**config.mk**
```make
export PLATFORM = sky130hd
export DESIGN_NAME = div16
export DESIGN_NICKNAME = d
export VERILOG_FILES = /design/src/rtl/div16.sv
export SDC_FILE = /design/constraint.sdc
export NUM_CORES = 1
export LEC_CHECK = 0
export CORE_UTILIZATION = 45
export CTS_CLUSTER_SIZE = 14
export DETAILED_ROUTE_END_ITERATION = 10
export PLACE_DENSITY = 0.69
export RECOVER_POWER = 25
export REMOVE_ABC_BUFFERS = 1
export SLEW_MARGIN = 30
export SYNTH_ARGS = -nofsm -noshare
export SYNTH_HDL_FRONTEND = slang
export SYNTH_SLANG_ARGS = --single-unit
```
**constraint.sdc**
```tcl
create_clock -name clk -period 3.44 [get_ports clk]
set_clock_uncertainty 0.2 [all_clocks]
set_input_delay 0.86 -clock clk [delete_from_list [all_inputs] [get_ports clk]]
set_output_delay 0.86 -clock clk [all_outputs]
set_load 0.005 [all_outputs]
```
**src/rtl/div16.sv**
```systemverilog
// Multi-cycle restoring divider for the execute stage: one shift-subtract step per cycle,
// sign handled by dividing magnitudes and correcting as the result enters END.
module div16 #(
  parameter int DATA_W = 16,
  parameter int CNT_W  = 5
) (
  input  logic                  clk,
  input  logic                  rst,
  input  logic                  signed_div_i,
  input  logic [DATA_W-1:0]     opdata1_i,
  input  logic [DATA_W-1:0]     opdata2_i,
  input  logic                  start_i,
  input  logic                  annul_i,
  output logic [2*DATA_W-1:0]   result_o,
  output logic                  ready_o
);

  typedef enum logic [1:0] {S_IDLE, S_DIVZERO, S_RUN, S_END} state_e;

  state_e              state_q, state_d;
  logic [CNT_W-1:0]    cnt_q, cnt_d;
  logic [DATA_W-1:0]   rem_q, rem_d;
  logic [DATA_W-1:0]   quot_q, quot_d;
  logic [DATA_W-1:0]   dvsr_q, dvsr_d;
  logic                qneg_q, qneg_d;
  logic                rneg_q, rneg_d;
  logic [2*DATA_W-1:0] result_q, result_d;
  logic                ready_q, ready_d;

  logic [DATA_W:0]     trial, diff;
  logic [DATA_W-1:0]   step_rem, step_quot, mag1, mag2;
  logic                op1_neg, op2_neg, last;

  // Dividend bits shift out of the quotient register into the partial remainder.
  assign trial     = {rem_q, quot_q[DATA_W-1]};
  assign diff      = trial - {1'b0, dvsr_q};
  assign step_rem  = diff[DATA_W] ? trial[DATA_W-1:0] : diff[DATA_W-1:0];
  assign step_quot = {quot_q[DATA_W-2:0], ~diff[DATA_W]};
  assign op1_neg   = signed_div_i & opdata1_i[DATA_W-1];
  assign op2_neg   = signed_div_i & opdata2_i[DATA_W-1];
  assign mag1      = op1_neg ? (~opdata1_i) + DATA_W'(1) : opdata1_i;
  assign mag2      = op2_neg ? (~opdata2_i) + DATA_W'(1) : opdata2_i;
  assign last      = (cnt_q == CNT_W'(DATA_W-1));

  always_comb begin
    state_d  = state_q;
    cnt_d    = cnt_q;
    rem_d    = rem_q;
    quot_d   = quot_q;
    dvsr_d   = dvsr_q;
    qneg_d   = qneg_q;
    rneg_d   = rneg_q;
    result_d = '0;
    ready_d  = 1'b0;
    case (state_q)
      S_IDLE: begin
        if (start_i && !annul_i) begin
          dvsr_d  = mag2;
          quot_d  = mag1;
          rem_d   = '0;
          qneg_d  = op1_neg ^ op2_neg;
          rneg_d  = op1_neg;
          cnt_d   = '0;
          state_d = (opdata2_i == '0) ? S_DIVZERO : S_RUN;
        end
      end
      S_DIVZERO: begin
        rem_d   = '0;
        quot_d  = '0;
        state_d = S_END;
      end
      S_RUN: begin
        if (annul_i || !start_i) begin
          state_d = S_IDLE;
          cnt_d   = '0;
        end else if (last) begin
          quot_d  = qneg_q ? (~step_quot) + DATA_W'(1) : step_quot;
          rem_d   = rneg_q ? (~step_rem) + DATA_W'(1) : step_rem;
          cnt_d   = '0;
          state_d = S_END;
        end else begin
          quot_d = step_quot;
          rem_d  = step_rem;
          cnt_d  = cnt_q + CNT_W'(1);
        end
      end
      S_END: begin
        if (annul_i || !start_i) begin
          state_d = S_IDLE;
        end else begin
          ready_d  = 1'b1;
          result_d = {rem_q, quot_q};
        end
      end
      default: state_d = S_IDLE;
    endcase
  end

  always_ff @(posedge clk or posedge rst) begin
    if (rst) begin
      state_q  <= S_IDLE;
      cnt_q    <= '0;
      rem_q    <= '0;
      quot_q   <= '0;
      dvsr_q   <= '0;
      qneg_q   <= 1'b0;
      rneg_q   <= 1'b0;
      result_q <= '0;
      ready_q  <= 1'b0;
    end else begin
      state_q  <= state_d;
      cnt_q    <= cnt_d;
      rem_q    <= rem_d;
      quot_q   <= quot_d;
      dvsr_q   <= dvsr_d;
      qneg_q   <= qneg_d;
      rneg_q   <= rneg_d;
      result_q <= result_d;
      ready_q  <= ready_d;
    end
  end

  assign result_o = result_q;
  assign ready_o  = ready_q;

endmodule

```
==> flow_metrics.tcl <==
set metrics [dict create \
    status "finished, violations left" \
    violations "capacitance limit, slew limit" \
    path_class "flop to flop" \
    fin_crit_sh_pct 98.7 \
    synthesis.area_um2 6160 \
    setup_viol 0 \
    row_count 42 \
    ys_seq_area_share_pct 36.6 \
    cts_sinks 90 \
    startpoint "quot_q[15]" \
    grt_pass1_wl_mm 27.7 \
    overflow 0 \
    die_w_um 119 \
    antenna_found_initial 0 \
    hp-class "flop to flop" \
    start_util_pct 46.3 \
    fill_cells 1164 \
    fin_crit_ns 3.39 \
    r2r_setup_slack_ns 0.05 \
    fin_cells 1005 \
    drc 0 \
    ys_seq_elements 90 \
    die_h_um 119 \
    wl_mm 17.4 \
    grt_pass1_vias 5612 \
    maxCapViolations 1 \
    hold_viol_final 0 \
    gp_congestion 0.928 \
    numPortBuffers 69 \
    vias 5840 \
    syn_inst 708 \
    first_iter_violations 488 \
    tightest_slew_ns 1.57 \
    ios 70 \
    cp-end-kind "flop" \
    synth_most_common_cell "dfrtp_1" \
    yosysWarnings 0 \
    netlist.area_leader.share_pct 36.6 \
    rsz0062_at_grt "true" \
    insertion_delay_ns 0.35 \
    max_slew_margin_pct -5.35 \
    drt-vias-per-instance 5.81 \
    final_nets 889 \
    grt_max_degree 37 \
    area_growth_pct 28.2 \
    synth.largest_area_cell "dfrtp_1" \
    synth_edf_count 0 \
    cp_max_fo 7 \
    h-tree-depth 3 \
    p_leak_nw 3.46 \
    reg2reg_depth 14 \
    synthTopCellsByArea "dfrtp_1 (37%), ha_1 (5.3%), xnor2_1 (4.6%), o21ai_0 (4.4%), nand2_1 (4.3%)" \
    antenna_cells 0 \
    drive_gt1_share_pct 15.0 \
    ys_top_cells_by_count "dfrtp_1 (90), nand2_1 (71), o21ai_0 (54)" \
    firstDrtPassIters 5 \
    cts_tree "built" \
    multi_input_area_um2 3750 \
    reg2reg_from "quot_q[15]" \
    clk_path_buf_depth 2 \
    cts_hold_buf 0 \
    fmax_ghz 0.295 \
    crit_required_ns 3.49 \
    avgRoutedWirePerCell_um 17.3 \
    cts_root_buffer "clkbuf_16" \
    synth-async-reset-ratio_pct 100 \
    cts_buffers 9 \
    startpoint_type "flop" \
    drtAntennaViolNets 0 \
    die_area_um2 14200 \
    holdWs_ns 0.280 \
    ys.flop_type "dfrtp_1" \
    yosysUniqueCellTypes 64 \
    power_density_nw_per_um2 1170 \
    hpwl_mm 12.9 \
    grt_util_all_layers_pct 24.8 \
    dp_cells 985 \
    regArea_um2 2250 \
    clk_pin_slew_worst_paths_ns 0.06 \
    vdd_drop_max_mv 0.620 \
    cp.arrival_ns 3.45 \
    worstSetupEndpoint "rem_q[13]" \
    core-area_um2 13300 \
    r2r-end "rem_q[13]" \
    finalMaxSlewViolations 36 \
    avgSynthCellArea_um2 8.70 \
]
## worst max-delay path, stage by stage, from the launching register on
cell and delay (ns):
dfrtp_1 0.34, inv_1 0.06, ha_2 0.19, fa_2 0.36
nand2b_4 0.16, a21o_1 0.18, a211oi_2 0.20, or3_1 0.15
and2_4 0.17, clkinv_4 0.09, buf_4 0.17, nor4_4 0.36
o22ai_2 0.19, nor3b_2 0.19, o41ai_2 0.27
## layout make-up
| cell class | instances | share of cell area [%] |
|---|---|---|
| inverter | 40 | 1.98 |
| clock inverter | 5 | 0.809 |
| clock buffer | 10 | 2.90 |
| sequential | 90 | 28.5 |
| timing repair buffer | 139 | 15.4 |
| multi-input combinational | 545 | 47.6 |
| tap | 176 | 2.79 |
## sequential cells by signal, indices dropped and copies added (netlist names)
signal    flops
rem_q        16
dvsr_q       16
ready_o       1
rneg_q        1
quot_q       16
state_q       2
qneg_q        1
cnt_q         5
result_o     32
## cell families after synthesis
family / count (synthesis) / synth area share (%)
compound gates: 206 / 22.0
xor+xnor: 59 / 8.39
fa+ha+maj: 27 / 5.61
buf+inv: 73 / 5.30
flops: 90 / 36.6
mux: 16 / 2.66
simple gates: 237 / 19.4
## metrics by stage
| stage | instance area (um2) | setup slack (ns) | total power [mW] | utilization, % | setup TNS [ns] |
|---|---|---|---|---|---|
| floorplan | 5990 | -0.701 | 5.26 | - | -9.10 |
| global placement | 7400 | -0.113 | 7.25 | 55.7 | -0.170 |
| detailed placement | 7400 | -0.175 | 7.39 | 55.7 | -0.921 |
| CTS | 7740 | 0.00683 | 8.55 | 58.2 | 0 |
| global route | 7890 | -0.0876 | 9.82 | 59.4 | -0.136 |
| finish | 7890 | 0.0463 | 9.20 | 59.4 | 0 |
## report_power, final
part,internal (mW),switching (mW)
Sequential,1.38,0.314
Combinational,2.95,3.56
Clock,0.566,0.427
Total,4.90,4.30
## routing by layer
metal / share of wire [%] / up-vias / track usage, %
met5: 0 / - / 0
met2: 46 / 222 / 39.0
met4: 2.3 / 0 / 10.4
li1: - / 2789 / -
met3: 6.4 / 38 / 3.30
met1: 45 / 2791 / 34.4
## how the worst min path moves through the flow
stage / startpoint / to / slack [ns] / depth (start not counted)
2_1_floorplan: dvsr_q[10] / dvsr_q[10] / 0.25 / 2
3_3_place_gp: dvsr_q[4] / dvsr_q[4] / 0.27 / 2
3_5_place_dp: dvsr_q[4] / dvsr_q[4] / 0.27 / 2
4_1_cts: dvsr_q[4] / dvsr_q[4] / 0.29 / 2
5_1_grt: dvsr_q[13] / dvsr_q[13] / 0.32 / 2
6_report: dvsr_q[4] / dvsr_q[4] / 0.28 / 2
## cells in the final DEF, fill, tap and decap left out, types with 11 or more instances in the layout
cell type         n
buf_4            66
nand2_1          71
clkdlybuf4s50_1  68
o31ai_1          16
a21oi_1          31
a31oi_1          11
xor2_1           27
and3_1           32
nor3_1           16
nor2_1           39
inv_1            38
o21ai_0          52
o221ai_1         13
ha_1             21
mux2i_1          13
and2_1           11
dfrtp_1          90
o21a_1           16
xnor2_1          32
## what timing repair did
item / 4_1_cts / 5_1_grt
setup endpoints to repair: 12 / 13
pin swaps: 3 / 8
gates resized for setup: 11 / 32
buffers inserted: 0 / 5
(Power assumes the default switching activity.)
